[src/rtl/prog_loader.sv]
// prog_loader: framed byte-stream program loader; writes a 256-byte core memory and holds the core in reset until the checksum passes
// ports: clk, rst (sync active-low) | in_valid/in_data/in_ready byte stream | reload (honoured in RUN only)
//        mem_addr/mem_wdata/mem_ena/mem_write memory write port | core_rst (active-low core reset), done (RUN), err (sticky csum fail)
module prog_loader #(
  parameter logic [7:0] HEADER = 8'hA5
) (
  input  logic       clk,
  input  logic       rst,
  input  logic       in_valid,
  input  logic [7:0] in_data,
  output logic       in_ready,
  input  logic       reload,
  output logic [7:0] mem_addr,
  output logic [7:0] mem_wdata,
  output logic       mem_ena,
  output logic       mem_write,
  output logic       core_rst,
  output logic       done,
  output logic       err
);
  typedef enum logic [2:0] {IDLE, ADDR, LEN, DATA, CSUM, RUN} state_t;
  state_t state, state_nx;
  logic live;
  logic take;
  logic [7:0] ptr, acc, sum;
  logic [8:0] cnt;
  assign take = in_valid && in_ready;
  assign sum = acc + in_data;
  assign mem_ena = mem_write;
  always_ff @(posedge clk) begin
    if (!rst) state <= IDLE;
    else state <= state_nx;
  end
  always_comb begin
    state_nx = state;
    case (state)
      IDLE: state_nx = (take && in_data == HEADER) ? ADDR : IDLE;
      ADDR: state_nx = take ? LEN : ADDR;
      LEN:  state_nx = take ? DATA : LEN;
      DATA: state_nx = (take && cnt == 9'd1) ? CSUM : DATA;
      CSUM: state_nx = take ? ((sum == 8'd0) ? RUN : IDLE) : CSUM;
      RUN:  state_nx = reload ? IDLE : RUN;
      default: state_nx = IDLE;
    endcase
  end
  // live keeps in_ready low for the whole reset and the first cycle back
  always_comb begin
    in_ready = live && state != RUN;
    core_rst = state == RUN;
    done = state == RUN;
  end
  always_ff @(posedge clk) begin
    if (!rst) begin
      live <= 1'b0;
      ptr <= 8'd0;
      acc <= 8'd0;
      cnt <= 9'd0;
      mem_addr <= 8'd0;
      mem_wdata <= 8'd0;
      mem_write <= 1'b0;
      err <= 1'b0;
    end else begin
      live <= 1'b1;
      mem_write <= take && state == DATA;
      if (take) begin
        case (state)
          IDLE: if (in_data == HEADER) err <= 1'b0;
          ADDR: begin
            ptr <= in_data;
            acc <= in_data;
          end
          LEN: begin
            cnt <= {in_data == 8'd0, in_data};
            acc <= sum;
          end
          DATA: begin
            mem_addr <= ptr;
            mem_wdata <= in_data;
            ptr <= ptr + 8'd1;
            cnt <= cnt - 9'd1;
            acc <= sum;
          end
          CSUM: if (sum != 8'd0) err <= 1'b1;
          default: ;
        endcase
      end
    end
  end
endmodule

[config.mk]
export PLATFORM = sky130hd
export DESIGN_NAME = prog_loader
export DESIGN_NICKNAME = d
export VERILOG_FILES = /design/src/rtl/prog_loader.sv
export SDC_FILE = /design/constraint.sdc
export NUM_CORES = 1
export LEC_CHECK = 0
export CORE_MARGIN = 1.5
export CORE_UTILIZATION = 59
export DETAILED_ROUTE_END_ITERATION = 7
export GPL_ROUTABILITY_DRIVEN = 0
export PLACE_DENSITY_LB_ADDON = 0.1
export SYNTH_ARGS = -nofsm -noshare
export SYNTH_HDL_FRONTEND = slang
export SYNTH_SLANG_ARGS = --single-unit
[constraint.sdc]
create_clock -name clk -period 5.18 [get_ports clk]
set_input_delay 1.036 -clock clk [delete_from_list [all_inputs] [get_ports clk]]
set_output_delay 1.036 -clock clk [all_outputs]
set_load 0.05 [all_outputs]
# == After elaboration in Yosys (flattened, before gate mapping) ==
# Index checks and enable logic that the tools add are counted.
# word_totals
regBits,47
latch_bits,0
mem_bits_rw,0
mem_bits_ro,0
in_bits,12
out_inout_bits,22
wordCells,56
mem_count,0
# op_classes
addsub,3
n_mul,0
n_div,0
order_cmp,0
n_eq_ne,10
n_shift,0
n_mux,15
bitwise,0
reduce_logical,19
# op_table
operator,count
8-bit case mux with 2 select lines,2
3-bit case mux with 6 select lines,1
9-bit case mux with 2 select lines,1
8-bit zero test,2
3-bit 2-to-1 mux,4
9-bit by 1-bit equality test with 1-bit output (second input constant),1
9-bit by 1-bit subtractor with 9-bit output (second input constant),1
8-bit by 1-bit adder with 8-bit output (second input constant),1
8-bit adder,1
8-bit equality test (second input constant),1
2-bit AND reduction,4
2-bit nonzero test,4
8-bit nonzero test,1
3-bit by 2-bit equality test with 1-bit output (second input constant),2
3-bit equality test (second input constant),2
1-bit logical AND,5
1-bit 2-to-1 mux,5
2-bit inequality test (second input constant),2
4-bit AND reduction,1
3-bit by 1-bit equality test with 1-bit output (second input constant),1
3-bit zero test,1
3-bit inequality test (second input constant),1
2-bit 2-to-1 mux,1
1-bit case mux with 2 select lines,1
2-bit OR reduction,1

# == Logic depth before layout (Yosys ltp) ==
# Gate-level depths: netlist of the first run.
# depth
ltp_word,6
ltp_mapped,8
ltp_nobuf,8

# == Worst setup path after synthesis of the first run ==
# OpenSTA, ideal clock, no wires.
# synth_path
path_kind,reg-to-output
start,reg state[1]
end,out in_ready
arrival_ns,1.773
required_ns,4.144
slack_ns,2.371
path_stages_with_launch,5
path_buffers,1
path_cell_list,dfxtp_1 > clkbuf_1 > nor2b_1 > and2_1 > nor2b_1
# synth_via
elab_chain_len,2
# synth_lines
element,line,rtl
from (decl),22,"state_t state, state_nx;"
from (signal assigned),32,else state <= state_nx;
3-bit inequality test,48,in_ready = live && state != RUN;
1-bit logical AND,48,
to (decl),11,"output logic in_ready,"
# Every way passes these cells.

# == Worst setup path after layout of the first run ==
# layout_path
start,in in_data[0]
end,reg acc[6]
# layout_via
elab_chain_len,2
# layout_lines
element,line,rtl
from (decl),10,"input logic [7:0] in_data,"
8-bit adder,28,assign sum = acc + in_data;
8-bit case mux with 2 select lines,66,case (state)
to (signal assigned),70,acc <= in_data;
to (signal assigned),74,acc <= sum;
to (signal assigned),81,acc <= sum;
to (decl),25,"logic [7:0] ptr, acc, sum;"
# Every way passes these cells.
# A chain may end at the register's enable or synchronous reset.

==> qor_table.md, run 1 <==
| Group | Item | Reported |
|:---|:---|:---|
| layout | Diode count | 0 |
| critical path | Start-to-end type of the worst setup path | in -> reg |
| yosys | Synth Net Count | 370 |
| grt | Top Usage Layer GRT | met2 |
| critical path | Critical path buffers and inverters | 1 |
| timing | Number of setup violations in the final report | 0 |
| critical path | Delay of the slowest cell on the worst path | 0.55 ns |
| timing | Crit share post-route | 64.0% |
| grt | Routing usage on met1 | 36.2% |
| yosys | Largest area contributor in the netlist | sky130_fd_sc_hd__dfxtp_1 |
| grt | Met2 GRT Util | 40.8% |
| timing | Number of failing hold endpoints at the final stage | 0 |
| yosys | Predominant post-synthesis flop cell | sky130_fd_sc_hd__dfxtp_1 |
| grt | Global-route wire length before repair | 10.4 mm |
| place | Dpl hpwl | 4.44 mm |
| job | Max_cap viols | 0 |
| die | Core Area | 4320 um2 |
| critical path | Cell Chain, Critical Path | clkdlybuf4s50_1 -> ha_1 -> fa_1 -> a211o_1 -> and3_1 -> o311ai_1 -> o221ai_1 -> a21boi_1 |
| critical path | Top delay family on crit path | compound AO/OA/AOI/OAI gates |
| timing | Setup skew after layout | 0.00411 ns |
| layout | Reg area | 941 um2 |
| yosys | Proportion of synthesized area in mux cells | 1.14% |
| clock tree | Clock slew at reported path FFs | 0.09 ns |
| place | Count of port buffers added during placement | 33 |
| die | Height of the die | 69.8 um |
| yosys | Area fraction of the dominant cell type after synthesis | 35.8% |
| routing | WL final | 6.27 mm |
| yosys | Post-synth EDFFs | 0 |
| outcome | Outcome | finished, final reports clean |
| yosys | Simple-Gate Fraction of Synth Area | 28.5% |
| yosys | Post-synthesis share of cell area spent on full adders, half adders and majority gates | 5.52% |
| yosys | Yosys warning total | 0 |
| clock tree | Total setup buffers inserted after CTS | 0 |
| routing | Count of nets left with antenna violations after detail routing | 0 |
| grt | Total global routing track utilization | 26.1% |
| yosys | Number of storage elements in the synthesis netlist | 47 |
| critical path | Standard cell with the maximum stage delay on the critical path | sky130_fd_sc_hd__clkdlybuf4s50_1 |
| yosys | Cell types occupying the most area after synthesis | sky130_fd_sc_hd__dfxtp_1 (36%), sky130_fd_sc_hd__nand2_1 (10%), sky130_fd_sc_hd__a21oi_1 (7.2%), sky130_fd_sc_hd__ha_1 (4.8%), sky130_fd_sc_hd__o21ai_0 (4.0%) |
| layout | Top library cells by usage in the layout, fill and taps aside | sky130_fd_sc_hd__nand2_1 (70), sky130_fd_sc_hd__dfxtp_1 (47), sky130_fd_sc_hd__a21oi_1 (38), sky130_fd_sc_hd__clkdlybuf4s50_1 (33), sky130_fd_sc_hd__nor2_1 (25) |
| grt | Largest net degree at the start of global routing | 39 |
| grt | Antenna violations before repair | 0 |
| yosys | Netlist cell types | 51 |
| clock tree | Root buf cell | sky130_fd_sc_hd__clkbuf_8 |
| routing | Number of design-rule violations left by the first detailed-router iteration | 180 |
| clock tree | Clock tree from TritonCTS | yes |
| yosys | Post-synthesis xor/xnor area fraction | 0.666% |
| timing | Worst-margin pin slew | 1.25 ns |
| yosys | Portion of the post-synthesis area used by sequential elements | 35.8% |
| layout | Filler cell count | 369 |
| clock tree | # H-tree levels | 2 |
| layout | Leading cell type in the layout, fill and taps excluded | sky130_fd_sc_hd__nand2_1 |
| yosys | Synth async-reset ratio | 0% |
| critical path | Arrival @ worst endpoint | 3.55 ns |
| grt | Vias in the first global route | 2305 |
| critical path | Worst setup EP type | flip-flop |
| clock tree | Number of gates resized after cts | 0 |
| clock tree | Number of hold buffers added after CTS | 0 |
| routing | Number of iterations in the first detailed-routing pass | 4 |
| pwr | PnR Total Power | 685 uW |
| critical path | Crit path launch type | primary input |
| yosys | Synthesized area per cell | 7.58 um2 |
| min path | Path category of the worst min-delay check | reg -> reg |
| clock tree | Clock latency reported for the late side of the worst-skew pair | 0.30 ns |
| yosys | Gate count after technology mapping | 347 |
| yosys | Main combinational cell family by area after synthesis | simple AND/OR/NAND/NOR gates |
| yosys | Synth Area in Compound Gates | 24.2% |
| pwr | Leakage power summed over all cells | 0.00109 uW |
| clock tree | CTS max path bufs | 2 |
| clock tree | CTS sink cnt | 47 |
| timing | Unrepaired setup endpoints after global routing | false |
| routing | Routed length per instance | 14.9 um |
| die | Die Area | 4870 um2 |
| die | Number of standard-cell rows in the floorplan | 24 |
| grt | GR met3 Demand/Resource | 5.23% |
| critical path | Crit path required time | 5.42 ns |
| pwr | IR Drop Worst-Case VDD | 0.138 mV |
| grt | Global-route congestion overflow total | 0 |
| layout | Area growth from synthesis to layout | 16.4% |
| layout | Area occupied by multi-input gates | 1580 um2 |
| die | Initial core utilization | 60.8% |
| routing | Routed via count | 2522 |
| routing | Via count normalized by instance count | 5.99 |
| layout | Share of final-layout standard cells stronger than drive strength 1 | 4.07% |
| die | I/O pin total | 34 |
| pwr | Power density relative to cell area | 224 nW/um2 |
| die | DIE WIDTH | 69.8 um |
| routing | Post-route DRC violation count | 0 |
| timing | Final min period | 3.32 ns |
| yosys | Cell Area, Synth | 2630 um2 |
| timing | Max Transition Viols Final | 0 |
| clock tree | Total clock buffers created by CTS | 5 |
| timing | Peak Freq | 0.302 GHz |
| critical path | Highest fanout seen on the critical path | 7 |
| timing | Worst slew margin relative to its limit | 16.6% |
| layout | Final net count | 391 |
| timing | Setup TNS Final | 0 ns |
worst paths after layout:
path	startpoint	endpoint	slack, ns	cells past startpoint
setup reg to reg	state[1]	cnt[4]	2.41	5
setup / recovery	in_data[0]	acc[6]	1.86	8
hold reg to reg	mem_addr[7]	mem_addr[7]	0.46	2
hold / removal	mem_addr[7]	mem_addr[7]	0.46	2
worst min-delay path, cell delays in order (launching register included):
cell	delay [ns]
sky130_fd_sc_hd__dfxtp_1	0.32
sky130_fd_sc_hd__nand2_1	0.05
sky130_fd_sc_hd__a21oi_1	0.05
synthesized netlist by cell type (3+ instances only):
| master | n |
|---|---|
| sky130_fd_sc_hd__nor2_1 | 25 |
| sky130_fd_sc_hd__buf_2 | 5 |
| sky130_fd_sc_hd__a21oi_1 | 38 |
| sky130_fd_sc_hd__ha_1 | 10 |
| sky130_fd_sc_hd__mux2i_1 | 3 |
| sky130_fd_sc_hd__a311oi_1 | 4 |
| sky130_fd_sc_hd__clkbuf_1 | 12 |
| sky130_fd_sc_hd__nor3_1 | 7 |
| sky130_fd_sc_hd__o21ai_0 | 21 |
| sky130_fd_sc_hd__dfxtp_1 | 47 |
| sky130_fd_sc_hd__and3_1 | 5 |
| sky130_fd_sc_hd__and2_1 | 3 |
| sky130_fd_sc_hd__a22oi_1 | 8 |
| sky130_fd_sc_hd__nor3b_1 | 3 |
| sky130_fd_sc_hd__a21o_1 | 3 |
| sky130_fd_sc_hd__o31ai_1 | 7 |
| sky130_fd_sc_hd__nand3_1 | 12 |
| sky130_fd_sc_hd__nand2_1 | 70 |
| sky130_fd_sc_hd__nand4_1 | 4 |
| sky130_fd_sc_hd__nor2b_1 | 11 |
| sky130_fd_sc_hd__inv_1 | 6 |
| sky130_fd_sc_hd__nand2b_1 | 4 |
| sky130_fd_sc_hd__o211ai_1 | 3 |
cell families (layout without fill, tap and decap cells):
family | after synthesis | in the layout
multiplexers | 3 | 3
AO/OA/AOI/OAI | 102 | 102
buffers and inverters | 26 | 48
XOR/XNOR | 2 | 2
flip-flops | 47 | 47
adder cells (fa/ha/maj) | 11 | 11
AND/OR/NAND/NOR | 156 | 156
layer usage:
layer	vias to the layer above	wire [um]
met5	-	0
met4	0	46
met3	4	493
met2	89	2860
met1	1148	2870
li1	1281	-
flip-flops by register name, indices dropped and copies added, names as in the netlist:
| name | cells |
|---|---|
| cnt | 9 |
| acc | 8 |
| ptr | 8 |
| mem_wdata | 8 |
| state | 3 |
| live | 1 |
| mem_addr | 8 |
| err | 1 |
| mem_ena | 1 |
area by class of cell:
| class | count | area share (%) |
|---|---|---|
| multi-input combinational | 274 | 51.6 |
| sequential | 47 | 30.7 |
| inverter | 6 | 0.736 |
| tap | 52 | 2.13 |
| clock inverter | 3 | 1.55 |
| timing repair buffer | 34 | 11.0 |
| clock buffer | 5 | 2.25 |
per-stage QoR:
| stage | setup slack, ns | util, % | instance area, um2 | hold WS (ns) | instances |
|---|---|---|---|---|---|
| CTS | 1.90 | 70.8 | 3060 | 0.460 | 421 |
| floorplan | 2.37 | - | 2630 | 0.434 | 347 |
| global route | 1.73 | 70.8 | 3060 | 0.476 | 421 |
| detailed placement | 1.60 | 68.1 | 2940 | 0.447 | 413 |
| global placement | 1.66 | 68.1 | 2940 | 0.441 | 413 |
| finish | 1.86 | 70.8 | 3060 | 0.459 | 421 |
power breakdown:
group	switching, uW	leakage (uW)	internal [uW]
sequential	0.440	0.000379	361
combinational	29.7	0.000653	18.7
clock	129	0.0000587	146
Note: power is estimated with default switching activity, not from simulation.
==> run 2, diff against run 1 <==
--- a/config.mk
+++ b/config.mk
@@ -6,7 +6,7 @@
 export NUM_CORES = 1
 export LEC_CHECK = 0
 export CORE_MARGIN = 1.5
-export CORE_UTILIZATION = 59
+export CORE_UTILIZATION = 50
 export DETAILED_ROUTE_END_ITERATION = 7
 export GPL_ROUTABILITY_DRIVEN = 0
 export PLACE_DENSITY_LB_ADDON = 0.1
==> constraint.sdc (replaced) <==
create_clock -name clk -period 2.7 [get_ports clk]
set_input_delay 0.54 -clock clk [delete_from_list [all_inputs] [get_ports clk]]
set_output_delay 0.54 -clock clk [all_outputs]
set_load 0.05 [all_outputs]
==> qor_table.md, run 2 (same netlist as run 1, synthesis figures left out) <==
| Group | Item | Reported |
|:---|:---|:---|
| outcome | Outcome | finished, final reports clean |
| layout | Final std cell area, no fill | 3250 um2 |
| critical path | Worst reg-to-reg setup slack | 0.53 ns |
| layout | Area occupied by multi-input gates | 1590 um2 |
| timing | Unrepaired setup endpoints after global routing | false |
| critical path | Highest fanout seen on the critical path | 3 |
| critical path | Worst setup EP type | flip-flop |
| layout | Share of final-layout standard cells stronger than drive strength 1 | 9.02% |
| clock tree | # H-tree levels | 2 |
| place | Dpl hpwl | 4.72 mm |
| layout | Diode count | 0 |
| critical path | Worst setup path endpoint | err |
| die | Number of standard-cell rows in the floorplan | 26 |
| pwr | PnR Total Power | 1350 uW |
| timing | Crit share post-route | 94.0% |
| clock tree | CTS sink cnt | 47 |
| place | Standard cell area after detailed placement | 3120 um2 |
| routing | WL final | 6.64 mm |
| timing | Final min period | 2.54 ns |
| die | Initial core utilization | 51.8% |
| layout | Area growth from synthesis to layout | 23.5% |
| pwr | Power density relative to cell area | 416 nW/um2 |
| layout | Final net count | 410 |
| routing | Post-route DRC violation count | 0 |
| critical path | Delay of the slowest cell on the worst path | 0.43 ns |
| routing | Count of nets left with antenna violations after detail routing | 0 |
| routing | Number of design-rule violations left by the first detailed-router iteration | 189 |
| timing | Worst-margin pin slew | 0.738 ns |
| clock tree | Root buf cell | sky130_fd_sc_hd__clkbuf_8 |
| job | Max_cap viols | 0 |
| grt | Antenna violations before repair | 0 |
| layout | Reg area | 941 um2 |
| timing | Setup skew after layout | 0.0112 ns |
| timing | Number of failing hold endpoints at the final stage | 0 |
| clock tree | CTS max path bufs | 2 |
| die | Height of the die | 75.5 um |
| grt | Largest net degree at the start of global routing | 30 |
| die | DIE WIDTH | 75.5 um |
| layout | Top library cells by usage in the layout, fill and taps aside | sky130_fd_sc_hd__nand2_1 (70), sky130_fd_sc_hd__dfxtp_1 (47), sky130_fd_sc_hd__a21oi_1 (38), sky130_fd_sc_hd__clkdlybuf4s50_1 (32), sky130_fd_sc_hd__nor2_1 (25) |
| critical path | Arrival @ worst endpoint | 2.79 ns |
| critical path | Source of the critical timing path | in_data[0] |
| grt | Vias in the first global route | 2272 |
| clock tree | Total clock buffers created by CTS | 5 |
| die | Core Area | 5070 um2 |
| layout | Leading cell type in the layout, fill and taps excluded | sky130_fd_sc_hd__nand2_1 |
| clock tree | Clock tree from TritonCTS | yes |
| die | Die Area | 5700 um2 |
| critical path | Reg2reg start | acc[0] |
| timing | Max Transition Viols Final | 0 |
| routing | Via count normalized by instance count | 5.67 |
| layout | Filler cell count | 473 |
| routing | Routed via count | 2596 |
| critical path | Cell Chain, Critical Path | clkdlybuf4s50_1 -> ha_1 -> fa_1 -> a211o_1 -> and3_1 -> o311ai_2 -> nor2_1 -> a21o_1 -> nand2_1 |
| layout | Biggest register | cnt |
| pwr | Leakage power summed over all cells | 0.00120 uW |
| pwr | IR Drop Worst-Case VDD | 0.287 mV |
| grt | Global-route congestion overflow total | 0 |
| critical path | Crit path launch type | primary input |
| timing | Peak Freq | 0.394 GHz |
| critical path | Start-to-end type of the worst setup path | in -> reg |
| critical path | Number of cells on the worst reg-to-reg path | 8 |
| place | Count of port buffers added during placement | 33 |
| timing | Worst slew margin relative to its limit | 50.7% |
| clock tree | Clock latency reported for the late side of the worst-skew pair | 0.31 ns |
| critical path | Worst R2R End | err |
| timing | Number of setup violations in the final report | 0 |
| grt | Total global routing track utilization | 25.0% |
| layout | Largest register FFs | 9 |
| critical path | Crit path required time | 2.95 ns |
| grt | Global-route wire length before repair | 10.9 mm |
| clock tree | Clock slew at reported path FFs | 0.09 ns |
| die | I/O pin total | 34 |
| routing | Number of iterations in the first detailed-routing pass | 4 |
| min path | Path category of the worst min-delay check | reg -> reg |
| critical path | Standard cell with the maximum stage delay on the critical path | sky130_fd_sc_hd__clkdlybuf4s50_1 |
| routing | Routed length per instance | 14.5 um |
[run 2: cell types whose count changed in the layout (fill, tap and decap cells not counted)]
cell,change
sky130_fd_sc_hd__buf_12,+1
sky130_fd_sc_hd__buf_4,+18
sky130_fd_sc_hd__clkdlybuf4s50_1,-1
sky130_fd_sc_hd__dlymetal6s2s_1,+1
sky130_fd_sc_hd__o311ai_1,-1
sky130_fd_sc_hd__o311ai_2,+1
[run 2: power by group]
| part | internal (uW) | leakage (uW) | switching, uW | total (uW) |
|---|---|---|---|---|
| Combinational | 47.4 | 0.000765 | 60.2 | 108 |
| Sequential | 693 | 0.000379 | 0.834 | 694 |
| Clock | 281 | 0.0000587 | 270 | 551 |
[run 2: layer usage]
layer  track usage (%)  share of wire, %
met1              35.1                48
met3              3.84               4.5
met5                 0                 0
met4              7.54               1.0
met2              40.0                47
[run 2: area by class of cell]
cell class                      instances  area share (%)
Clock inverter                          3            1.46
Sequential cell                        47            29.0
Inverter                                6           0.693
Clock buffer                            5            2.12
Multi-Input combinational cell        274            48.8
Timing Repair Buffer                   53            15.3
Tap cell                               70            2.70
[run 2: how the worst min path moves through the flow]
stage / from / end / slack (ns) / cells after the start
global placement: mem_wdata[4] / mem_wdata[4] / 0.44 / 2
CTS: mem_wdata[0] / mem_wdata[0] / 0.46 / 2
global route: mem_wdata[2] / mem_wdata[2] / 0.48 / 2
finish: mem_addr[7] / mem_addr[7] / 0.46 / 2
detailed placement: mem_wdata[0] / mem_wdata[0] / 0.45 / 2
floorplan: acc[5] / acc[5] / 0.43 / 2
[run 2: critical path: cells and delay by family]
kind,cells,cell delay (ns)
fa+ha+maj,2,0.64
compound gates,3,0.81
buf+inv,1,0.43
simple gates,3,0.37
[run 2: per-stage QoR]
step                      cells  utilization [%]  hold WS (ns)  setup slack (ns)  setup TNS [ns]
after floorplan             347                -         0.434             0.387               0
after global placement      450             61.5         0.441            -0.153          -0.555
after detailed placement    450             61.5         0.446            -0.211          -0.848
after CTS                   458             63.8         0.460            0.0564               0
after global routing        458             64.0         0.476            0.0314               0
final                       458             64.0         0.456             0.162               0
[run 2: repair_timing]
action,CTS,global route
buffers inserted,0,0
hold buffers,0,0
gates resized for setup,0,2
setup endpoints to repair,0,3
==> run 3, diff against run 2 <==
--- a/config.mk
+++ b/config.mk
@@ -6,9 +6,10 @@
 export NUM_CORES = 1
 export LEC_CHECK = 0
 export CORE_MARGIN = 1.5
-export CORE_UTILIZATION = 50
+export CORE_UTILIZATION = 59
 export DETAILED_ROUTE_END_ITERATION = 7
 export GPL_ROUTABILITY_DRIVEN = 0
+export MAX_ROUTING_LAYER = met4
 export PLACE_DENSITY_LB_ADDON = 0.1
 export SYNTH_ARGS = -nofsm -noshare
 export SYNTH_HDL_FRONTEND = slang
==> constraint.sdc (replaced) <==
create_clock -name clk -period 3 [get_ports clk]
set_input_delay 0.6 -clock clk [delete_from_list [all_inputs] [get_ports clk]]
set_output_delay 0.6 -clock clk [all_outputs]
set_load 0.05 [all_outputs]
==> qor_table.md, run 3 (same netlist as run 1, synthesis figures left out) <==
| Group | Item | Reported |
|:---|:---|:---|
| outcome | Outcome | finished, final reports clean |
| critical path | Cell Chain, Critical Path | clkdlybuf4s50_1 -> ha_1 -> fa_1 -> a211o_1 -> and3_1 -> o311ai_1 -> nor2_1 -> nand2_1 -> o21ai_0 |
| critical path | Worst setup EP type | flip-flop |
| critical path | Worst reg-to-reg setup slack | 0.77 ns |
| critical path | Standard cell with the maximum stage delay on the critical path | sky130_fd_sc_hd__clkdlybuf4s50_1 |
| clock tree | Clock latency reported for the late side of the worst-skew pair | 0.30 ns |
| critical path | Top delay family on crit path | compound AO/OA/AOI/OAI gates |
| critical path | Arrival @ worst endpoint | 2.87 ns |
| routing | Routed via count | 2591 |
| grt | Global-route wire length before repair | 11.0 mm |
| critical path | Highest fanout seen on the critical path | 3 |
| pwr | Leakage power summed over all cells | 0.00114 uW |
| clock tree | Number of gates resized after cts | 0 |
| timing | Setup skew after layout | 0.00415 ns |
| clock tree | Number of hold buffers added after CTS | 0 |
| clock tree | CTS max path bufs | 2 |
| job | Max_cap viols | 0 |
| clock tree | Clock tree from TritonCTS | yes |
| pwr | Combinational share of power | 8.4% |
| routing | Count of nets left with antenna violations after detail routing | 0 |
| layout | Filler cell count | 374 |
| pwr | Power density relative to cell area | 350 nW/um2 |
| routing | Via count normalized by instance count | 5.96 |
| clock tree | CTS sink cnt | 47 |
| layout | Leading cell type in the layout, fill and taps excluded | sky130_fd_sc_hd__nand2_1 |
| timing | Crit share post-route | 89.4% |
| pwr | Cell-internal power | 825 uW |
| routing | Routed length per instance | 14.9 um |
| pwr | IR Drop Worst-Case VDD | 0.336 mV |
| die | DIE WIDTH | 69.8 um |
| grt | Total global routing track utilization | 28.5% |
| pwr | Share of total power consumed by net switching | 25.0% |
| critical path | Start-to-end type of the worst setup path | in -> reg |
| layout | Share of final-layout standard cells stronger than drive strength 1 | 7.57% |
| timing | Worst-margin pin slew | 0.738 ns |
| pwr | Net Switching | 274 uW |
| grt | Global-route congestion overflow total | 0 |
| critical path | Critical path buffers and inverters | 1 |
| routing | WL final | 6.47 mm |
| timing | Number of setup violations in the final report | 0 |
| critical path | Crit path required time | 3.19 ns |
| layout | Final std cell area, no fill | 3140 um2 |
| layout | Largest register FFs | 9 |
| die | Die Area | 4870 um2 |
| timing | Final min period | 2.68 ns |
| routing | Number of design-rule violations left by the first detailed-router iteration | 203 |
| place | Count of port buffers added during placement | 33 |
| pwr | Relative contribution of the clock network to total power | 34.8% |
| timing | Setup TNS Final | 0 ns |
| timing | Max Transition Viols Final | 0 |
| layout | Diode count | 0 |
| layout | Top library cells by usage in the layout, fill and taps aside | sky130_fd_sc_hd__nand2_1 (70), sky130_fd_sc_hd__dfxtp_1 (47), sky130_fd_sc_hd__a21oi_1 (38), sky130_fd_sc_hd__clkdlybuf4s50_1 (33), sky130_fd_sc_hd__nor2_1 (25) |
| clock tree | # H-tree levels | 2 |
| layout | Final net count | 405 |
| routing | Number of iterations in the first detailed-routing pass | 6 |
| timing | Peak Freq | 0.373 GHz |
| timing | Worst slew margin relative to its limit | 50.7% |
| timing | Number of failing hold endpoints at the final stage | 0 |
| grt | Vias in the first global route | 2341 |
| die | Initial core utilization | 60.8% |
| grt | Antenna violations before repair | 0 |
| timing | Unrepaired setup endpoints after global routing | false |
| die | Number of standard-cell rows in the floorplan | 24 |
| pwr | Share of total power in sequential cells | 56.8% |
| place | Standard cell area after detailed placement | 3050 um2 |
| die | I/O pin total | 34 |
| layout | Area growth from synthesis to layout | 19.3% |
| critical path | Crit path launch type | primary input |
| clock tree | Total clock buffers created by CTS | 5 |
| clock tree | Root buf cell | sky130_fd_sc_hd__clkbuf_8 |
| timing | Worst Hold Margin | 0.456 ns |
| place | Dpl hpwl | 4.70 mm |
| layout | Biggest register | cnt |
| min path | Path category of the worst min-delay check | reg -> reg |
| die | Height of the die | 69.8 um |
| die | Core Area | 4320 um2 |
| routing | Post-route DRC violation count | 0 |
| clock tree | Total setup buffers inserted after CTS | 0 |
| critical path | Delay of the slowest cell on the worst path | 0.43 ns |
| clock tree | Clock slew at reported path FFs | 0.09 ns |
| grt | Largest net degree at the start of global routing | 26 |
## run 3: worst register-to-register path: stages (launching register included)
cell	delay [ns]
sky130_fd_sc_hd__dfxtp_1	0.32
sky130_fd_sc_hd__ha_1	0.20
sky130_fd_sc_hd__fa_1	0.40
sky130_fd_sc_hd__a211o_1	0.31
sky130_fd_sc_hd__and3_1	0.20
sky130_fd_sc_hd__o311ai_1	0.38
sky130_fd_sc_hd__nor2_1	0.12
sky130_fd_sc_hd__nand2_1	0.10
sky130_fd_sc_hd__o21ai_0	0.09
## run 3: final timing paths
kind	startpoint	endpoint	depth (start not counted)
worst max-delay path	in_data[0]	state[0]	9
worst min-delay path	mem_addr[4]	mem_addr[4]	2
worst min register to register	mem_addr[4]	mem_addr[4]	2
worst max register to register	acc[0]	state[0]	8
## run 3: cell type report
type                       instances  area (um2)  area share, %
multi-input combinational        274        1580           50.3
sequential                        47         941           30.0
timing repair buffer              48         443           14.1
clock buffer                       5        68.8           2.19
tap                               52        65.1           2.07
inverter                           6        22.5          0.718
clock inverter                     3        20.0          0.638
## run 3: routing by layer
metal / global-route usage [%] / routed length (um) / up-vias
met4: 9.83 / 70 / 0
met2: 43.7 / 3060 / 93
met3: 5.09 / 388 / 8
met5: - / 0 / -
li1: - / - / 1308
met1: 38.2 / 2950 / 1182
## run 3: per-stage QoR
step	std cells	setup slack [ns]	util [%]	power, uW
4_1_cts	435	0.321	72.6	1100
5_1_grt	435	0.218	72.6	1130
2_1_floorplan	347	0.627	-	686
6_report	435	0.317	72.6	1100
3_5_place_dp	427	0.0128	70.5	730
3_3_place_gp	427	0.0609	70.5	729
## run 3: power groups by stage
stage	logic [uW]	registers [uW]	clock network, uW
detailed placement	90.6	639	0
global placement	89.7	639	0
finish	92.8	625	382
floorplan	46.4	639	0
CTS	91.4	625	388
global route	101	625	407
